`src/rtl/dcache_indirect_ctrl.sv`:
```
// LDI/STI sequencer in front of the D-cache: pointer read, one idle gap, then the data access.
// Plain accesses pass straight through. Define DCACHE_INDIRECT_ALIGN_EN to clear pointer bit0 on word accesses.
module dcache_indirect_ctrl (
  input  logic        clk,
  input  logic        reset,
  input  logic        indirect,
  input  logic [15:0] cpu_address,
  input  logic        cpu_read,
  input  logic        cpu_write,
  input  logic [1:0]  cpu_byte_enable,
  input  logic [15:0] cpu_wdata,
  output logic        cpu_resp,
  output logic [15:0] cpu_rdata,
  output logic [15:0] mem_address,
  output logic        mem_read,
  output logic        mem_write,
  output logic [1:0]  mem_byte_enable,
  output logic [15:0] mem_wdata,
  input  logic        mem_resp,
  input  logic [15:0] mem_rdata
);

  localparam logic [2:0] IDLE = 3'd0;
  localparam logic [2:0] PTR  = 3'd1;
  localparam logic [2:0] GAP  = 3'd2;
  localparam logic [2:0] DATA = 3'd3;
  localparam logic [2:0] DONE = 3'd4;

  logic [2:0]  state_q, state_d;
  logic [15:0] ptr_q, ptr_d;
  logic        req_s, rd_s, wr_s;
  logic [15:0] ptr_cap_s;
  logic        cpu_resp_s, mem_read_s, mem_write_s;
  logic [15:0] cpu_rdata_s, mem_address_s, mem_wdata_s;
  logic [1:0]  mem_be_s;

  // A simultaneous read and write is always served as a read.
  assign req_s = cpu_read | cpu_write;
  assign rd_s  = cpu_read;
  assign wr_s  = cpu_write & ~cpu_read;

`ifdef DCACHE_INDIRECT_ALIGN_EN
  assign ptr_cap_s = (cpu_byte_enable == 2'b11) ? {mem_rdata[15:1], 1'b0} : mem_rdata;
`else
  assign ptr_cap_s = mem_rdata;
`endif

  // Next-state and memory/cpu drive for each phase of the access.
  always_comb begin
    state_d       = state_q;
    ptr_d         = ptr_q;
    cpu_resp_s    = 1'b0;
    cpu_rdata_s   = 16'h0000;
    mem_address_s = 16'h0000;
    mem_read_s    = 1'b0;
    mem_write_s   = 1'b0;
    mem_be_s      = 2'b00;
    mem_wdata_s   = 16'h0000;
    case (state_q)
      IDLE: begin
        if (!indirect) begin
          mem_address_s = cpu_address;
          mem_read_s    = rd_s;
          mem_write_s   = wr_s;
          mem_be_s      = cpu_byte_enable;
          mem_wdata_s   = cpu_wdata;
          cpu_resp_s    = mem_resp;
          cpu_rdata_s   = mem_rdata;
        end else if (req_s) begin
          state_d = PTR;
        end else begin
          state_d = IDLE;
        end
      end
      PTR: begin
        mem_address_s = cpu_address;
        mem_read_s    = 1'b1;
        mem_be_s      = 2'b11;
        if (mem_resp) begin
          ptr_d   = ptr_cap_s;
          state_d = GAP;
        end else if (!req_s) begin
          state_d = IDLE;
        end else begin
          state_d = PTR;
        end
      end
      GAP: begin
        state_d = DATA;
      end
      DATA: begin
        mem_address_s = ptr_q;
        mem_read_s    = rd_s;
        mem_write_s   = wr_s;
        mem_be_s      = cpu_byte_enable;
        mem_wdata_s   = cpu_wdata;
        if (mem_resp) begin
          cpu_resp_s  = 1'b1;
          cpu_rdata_s = mem_rdata;
          state_d     = DONE;
        end else if (!req_s) begin
          state_d = IDLE;
        end else begin
          state_d = DATA;
        end
      end
      DONE: begin
        state_d = IDLE;
      end
      default: begin
        state_d = IDLE;
      end
    endcase
  end

  // State and captured pointer.
  always_ff @(posedge clk or negedge reset) begin
    if (!reset) begin
      state_q <= IDLE;
      ptr_q   <= 16'h0000;
    end else begin
      state_q <= state_d;
      ptr_q   <= ptr_d;
    end
  end

  // Outputs are forced quiet while reset is held, including the pass-through path.
  assign cpu_resp        = reset & cpu_resp_s;
  assign cpu_rdata       = reset ? cpu_rdata_s   : 16'h0000;
  assign mem_address     = reset ? mem_address_s : 16'h0000;
  assign mem_read        = reset & mem_read_s;
  assign mem_write       = reset & mem_write_s;
  assign mem_byte_enable = reset ? mem_be_s      : 2'b00;
  assign mem_wdata       = reset ? mem_wdata_s   : 16'h0000;

endmodule

```
`config.mk`:
```
export PLATFORM = sky130hd
export DESIGN_NAME = dcache_indirect_ctrl
export DESIGN_NICKNAME = d
export VERILOG_FILES = /design/src/rtl/dcache_indirect_ctrl.sv
export SDC_FILE = /design/constraint.sdc
export NUM_CORES = 1
export LEC_CHECK = 0
export ABC_CLOCK_PERIOD_IN_PS = 2400
export BUFFER_PORTS_ARGS = -buffer_cell sky130_fd_sc_hd__buf_4
export CAP_MARGIN = 10
export CORE_ASPECT_RATIO = 2
export CORE_MARGIN = 3
export CORE_UTILIZATION = 43
export DETAILED_ROUTE_END_ITERATION = 7
export PLACE_DENSITY = 0.9
export RECOVER_POWER = 50
export SLEW_MARGIN = 15
export SYNTH_ARGS = -nofsm -noshare
export SYNTH_HDL_FRONTEND = slang
export SYNTH_SLANG_ARGS = --single-unit
```
`constraint.sdc`:
```
create_clock -name clk -period 2.4 [get_ports clk]
set_input_delay 0.48 -clock clk [delete_from_list [all_inputs] [get_ports clk]]
set_output_delay 0.48 -clock clk [all_outputs]
set_load 0.01 [all_outputs]
```
==> Word-level counts from Yosys, hierarchy flattened <==
Index checks and enable logic that the tools add are counted.
{ "word_totals": {"in_bits": 56, "regBits": 19, "wordCells": 40, "out_inout_bits": 53} }
{ "op_classes": {"n_bitwise": 6, "n_reduce_logical": 2, "n_eq_ne": 4, "mux": 26} }
{ "op_table": {"columns": ["op", "n"], "rows": [
  ["$mux 16", 7],
  ["$pmux 16 s2", 2],
  ["$pmux 16 s3", 1],
  ["$pmux 3 s4", 1],
  ["$mux 2", 4],
  ["$eq 3x2->1 const B", 2],
  ["$mux 3", 2],
  ["$pmux 2 s3", 1],
  ["$mux 1", 5],
  ["$and 1x1->1", 4],
  ["$pmux 1 s2", 2],
  ["$eq 3x1->1 const B", 1],
  ["$logic_not 3->1", 1],
  ["$pmux 1 s3", 1],
  ["$ne 2x2->1 const B", 1],
  ["$reduce_and 2->1", 1],
  ["$not 1->1", 1],
  ["$or 1x1->1", 1]
]} }

==> Logic depth before layout (Yosys ltp) <==
{ "depth": {"depth_word": 5, "mapped_depth": 6, "ltp_nobuf": 3} }

==> Worst setup path before layout <==
Ideal clock, no wire load.
{ "synth_path": {"kind": "input to output", "start": "input indirect", "end": "output mem_wdata[10]", "path_buffers": 1, "t_required_ns": 1.920, "slack_ns": 0.600, "path_stages": 4, "arrival_time_ns": 1.320, "path_cell_list": "or3_4 > a21oi_4 > buf_6 > and2_1"} }
{ "synth_via": {"elab_chain_len": 3} }
{ "synth_lines": {"columns": ["element", "line_no", "rtl"], "rows": [
  ["from (decl)", "6", "input logic indirect,"],
  ["$mux 16", "61", "if (!indirect) begin"],
  ["$pmux 16 s2", "59", "case (state_q)"],
  ["$mux 16", "134", "assign mem_wdata = reset ? mem_wdata_s : 16'h0000;"],
  ["to (decl)", "18", "output logic [15:0] mem_wdata,"]
]} }
Every way passes these cells.

==> Final worst setup path <==
{ "layout_path": {"start": "register state_q[0]", "end": "output cpu_rdata[11]"} }
{ "layout_via": {"elab_chain_len": 3, "word_cells_on_any_way": 4, "classes_between": "eq/ne: 1; mux: 2; reduce/logical: 1"} }
{ "layout_lines": {"columns": ["element", "line_no", "rtl"], "rows": [
  ["from (decl)", "29", "logic [2:0] state_q, state_d;"],
  ["from (signal assigned)", "122", "state_q <= state_d;"],
  ["$eq 3x2->1 or $logic_not 3->1 (tied branches)", "59", null],
  ["$pmux 16 s2 (*)", "59", null],
  ["$mux 16 (*)", "129", "assign cpu_rdata = reset ? cpu_rdata_s : 16'h0000;"],
  ["to (decl)", "13", "output logic [15:0] cpu_rdata,"]
]} }
Mark *: on every way between the ends. The rest lies on a longest branch, timed or not.

==> results.txt <==
* Pin count of the biggest net entering global routing: 20
* Sum of overflow across all layers after global routing: 0
- The die is 46.8 um wide.
* Worst relative slew slack: between 30% and 40%
- Dominant combinational cell family by area after synthesis: simple AND/OR/NAND/NOR gates
- Reg clk slew, reported paths: about 0.07 ns
- TritonCTS created 3 clock buffers.
- After detailed routing, the number of remaining DRC violations is 0.
- Slew Limit Fails: 0
- The tightest min-delay check is of the in2reg type.
* Post-synth net total: 200
* Share of flip-flops with an asynchronous set or reset after synthesis: 100%
- The net count of the finished layout is just over 300.
- The number of antenna diodes in the final layout is 0.
- The sequential cells in the finished layout cover a total of 475 um^2.
- Multi-input gate area: about 810 um^2
- The count of nets left with antenna violations once routing finished came out at 0.
* Root buffer selected by CTS: sky130_fd_sc_hd__clkbuf_8
* Routability cong.: between 0.7 and 0.8
* Share of post-route cells with drive strength above 1: 49.2%
* Maximum VDD drop: approximately 0.00069 V
- Once detailed placement completed, the half-perimeter wirelength came to 3520 um.
- Setup violations, final: 0
- Distinct cell type count of the synthesized netlist: 29
- The worst setup path is captured at a primary output.
* Mean cell area of the mapped netlist: a little under 10 um^2
- Once the clock tree was built, the setup fixing pass inserted 0 buffers.
- Dividing the detail-routed via count by the number of cells gives 5.47.
- Xor and xnor area share after synthesis: 0%
- Measured along the y axis, the die boundary spans 87.6 um.
- Count of yosys warnings during synthesis: 0
* Clock tree from TritonCTS: done
- Number of sinks driven by the clock tree: 19
- The tool flagged a number of max-cap violations equal to 0.
- Clk buf depth: 2
- Max FO, Critical Path: 16
- Average detailed-routed wire length per instance: 15.5 um
* Compound-gate portion of the synthesized area: between 15 and 20%
* Worst Max-Slew Pin Slew: 1.02 ns
- Number of buffers inserted by port buffering: about 110
- Before antenna repair, the detailed router went through 4 iterations.
* Hold path startpoint: mem_rdata[13]
- For this run, the share of the core covered by cells in the final layout is 68.7%.
- Area added between synthesis and finish: 53.4%
* H-tree depth: 1
* Element type at the critical path start: flip-flop
- Counting flops and latches in the post-synthesis netlist gives 19.
- Vias in the first global route: 1479
- The clock period could shrink to roughly 2.3 ns.
* Sequential fraction of the synthesis area: approximately 33%
- The floorplan has 29 rows.
- The number of antenna violations at the first check in global routing was 0.
- Setup slack on the worst reg-to-reg path comes out at about 0.30 ns.
- I/O pin cnt: around 110
* Clock insertion delay at the later pin of the skew report: roughly 0.25 ns
- The core region is between 0.003 and 0.004 mm^2.
- Cells on Worst Hold Path: 2
- Routed Wire Length: around 4400 um
- Summing internal, switching and leakage power gives approximately 2 mW.
- Number of DRC violations after detailed-routing iteration 0: 36
- Final Hold Fails: 0
- After Yosys synthesis, full adders, half adders and majority gates account for 0% of the synthesized area.
- For the worst setup path, the data arrival time is 1.80 ns.
* Total via count after detailed routing: 1538
* Endpoint of the worst hold-timing path: ptr_q[13]
- Timing analysis after detailed placement gives a worst setup slack of between 0.2 and 0.3 ns.
- Portion of the clock cycle consumed by the worst path in the final layout: 94.9%
* Status: complete, no violations
- Global routing consumed, over all layers together, between 20% and 30% of the routing resources.
- Setup TNS: 0 ns
- Synthesis produced ~140 cells.
- Max Freq: around 0.44 GHz
- Simple-gate share of the synthesized area: ~28%
- Starting density of the core: between 40 and 50%
* Post-synth EDFFs: 0
- The first global-routing pass estimated 6440 um of wire.
* Cell leakage power: approximately 1.1 nW
* Critical path class: reg2out
* Die Outline Area: between 0.004 and 0.005 mm^2
- The layout has roughly 280 filler cells.
- P per Cell Area: a little over 900 mW/mm^2
* RR Startpoint: state_q[0]
* Share of cell area taken by muxes after synthesis: roughly 15%
- The endpoint identified for the worst register-to-register timing path is ptr_q[7].
- The worst register-to-register path has a depth of 5.
* Prevailing post-synth register cell: sky130_fd_sc_hd__dfrtp_1
* Setup repair after global routing missed its margin: false
- After synthesis the cells add up to between 0.001 and 0.0015 mm^2.
* Final setup skew: 0.00377 ns
* Data required time at the worst endpoint: roughly 1.9 ns
* Final setup slack of the worst path: about 0.12 ns
-- area by class of cell --
| class | count | share of cell area [%] |
|---|---|---|
| inverter | 2 | 0.342 |
| clock buffer | 3 | 1.88 |
| tap | 31 | 1.77 |
| multi-input combinational | 112 | 37.1 |
| clock inverter | 1 | 0.228 |
| sequential | 19 | 21.7 |
| timing repair buffer | 113 | 37.0 |
-- through the flow --
stage               instance area, um^2  hold slack, ns  instances
detailed placement                 2220           0.457        277
CTS                                2270           0.188        281
finish                             2190           0.454        281
global placement                   2220           0.457        277
floorplan                          1430           0.184        144
global route                       2190           0.452        281
-- worst max-delay path: stages (launching register included) --
cell and delay, ns:
sky130_fd_sc_hd__dfrtp_1 0.45, sky130_fd_sc_hd__or3_4 0.43, sky130_fd_sc_hd__a21oi_4 0.34, sky130_fd_sc_hd__and2_1 0.20, sky130_fd_sc_hd__buf_4 0.13
-- Yosys cell counts, types with 2 or more instances --
cell type,n,area share (%)
sky130_fd_sc_hd__nand2b_1,5,2.2
sky130_fd_sc_hd__nor2_1,17,4.5
sky130_fd_sc_hd__inv_1,2,0.53
sky130_fd_sc_hd__buf_6,2,1.6
sky130_fd_sc_hd__buf_4,5,2.6
sky130_fd_sc_hd__mux2_2,7,5.5
sky130_fd_sc_hd__nand2_1,4,1.0
sky130_fd_sc_hd__dfrtp_1,19,33
sky130_fd_sc_hd__a21oi_4,2,2.3
sky130_fd_sc_hd__a32oi_1,16,9.8
sky130_fd_sc_hd__a21oi_1,3,1.0
sky130_fd_sc_hd__a21o_1,4,2.1
sky130_fd_sc_hd__mux2_4,9,9.4
sky130_fd_sc_hd__and2_1,34,15
-- state kept, by name, summed over array words and instances (netlist names) --
signal / flops
ptr_q: 16
state_q: 3
-- power breakdown --
part | leakage [nW] | internal (mW) | switching, mW | total [mW]
Combinational | 0.837 | 0.598 | 0.599 | 1.20
Sequential | 0.226 | 0.481 | 0.109 | 0.590
Clock | 0.0255 | 0.115 | 0.101 | 0.216
Total | 1.09 | 1.19 | 0.809 | 2.00
-- worst max path at each step --
| stage | endpoint | from | depth (start not counted) |
|---|---|---|---|
| final | cpu_rdata[11] | state_q[0] | 4 |
| after global routing | cpu_rdata[0] | state_q[0] | 4 |
| after CTS | mem_address[14] | state_q[2] | 4 |
| after detailed placement | cpu_rdata[11] | indirect | 5 |
| after global placement | cpu_rdata[5] | indirect | 5 |
| after floorplan | mem_wdata[10] | indirect | 4 |
-- repair_timing --
action | 4_1_cts | 5_1_grt
endpoints found under the setup margin | 0 | 5
hold buffers | 0 | 0
gates resized for setup | 0 | 1
-- logic make-up after synthesis --
group,Yosys count
AND/OR/NAND/NOR,68
flip-flops,19
AO/OA/AOI/OAI,28
multiplexers,16
buffers and inverters,13
-- cells in the final DEF, fill, tap and decap left out, types with 2 or more instances in the layout --
| cell type | count |
|---|---|
| sky130_fd_sc_hd__buf_4 | 103 |
| sky130_fd_sc_hd__and2_1 | 34 |
| sky130_fd_sc_hd__dfrtp_1 | 19 |
| sky130_fd_sc_hd__nor2_1 | 17 |
| sky130_fd_sc_hd__a32oi_1 | 16 |
| sky130_fd_sc_hd__clkbuf_1 | 10 |
| sky130_fd_sc_hd__mux2_1 | 9 |
| sky130_fd_sc_hd__mux2_2 | 7 |
| sky130_fd_sc_hd__nand2_1 | 5 |
| sky130_fd_sc_hd__nand2b_1 | 5 |
| sky130_fd_sc_hd__a21o_1 | 3 |
| sky130_fd_sc_hd__a21oi_1 | 3 |
| sky130_fd_sc_hd__clkbuf_8 | 3 |
| sky130_fd_sc_hd__a21oi_4 | 2 |
| sky130_fd_sc_hd__inv_1 | 2 |
-- routing by layer --
metal / part of all wire, % / global-route usage, %
met1: 31 / 20.7
met2: 57 / 39.9
met3: 10 / 3.29
met4: 1.6 / 8.06
met5: 0 / 0
Note: power is estimated with default switching activity, not from simulation.
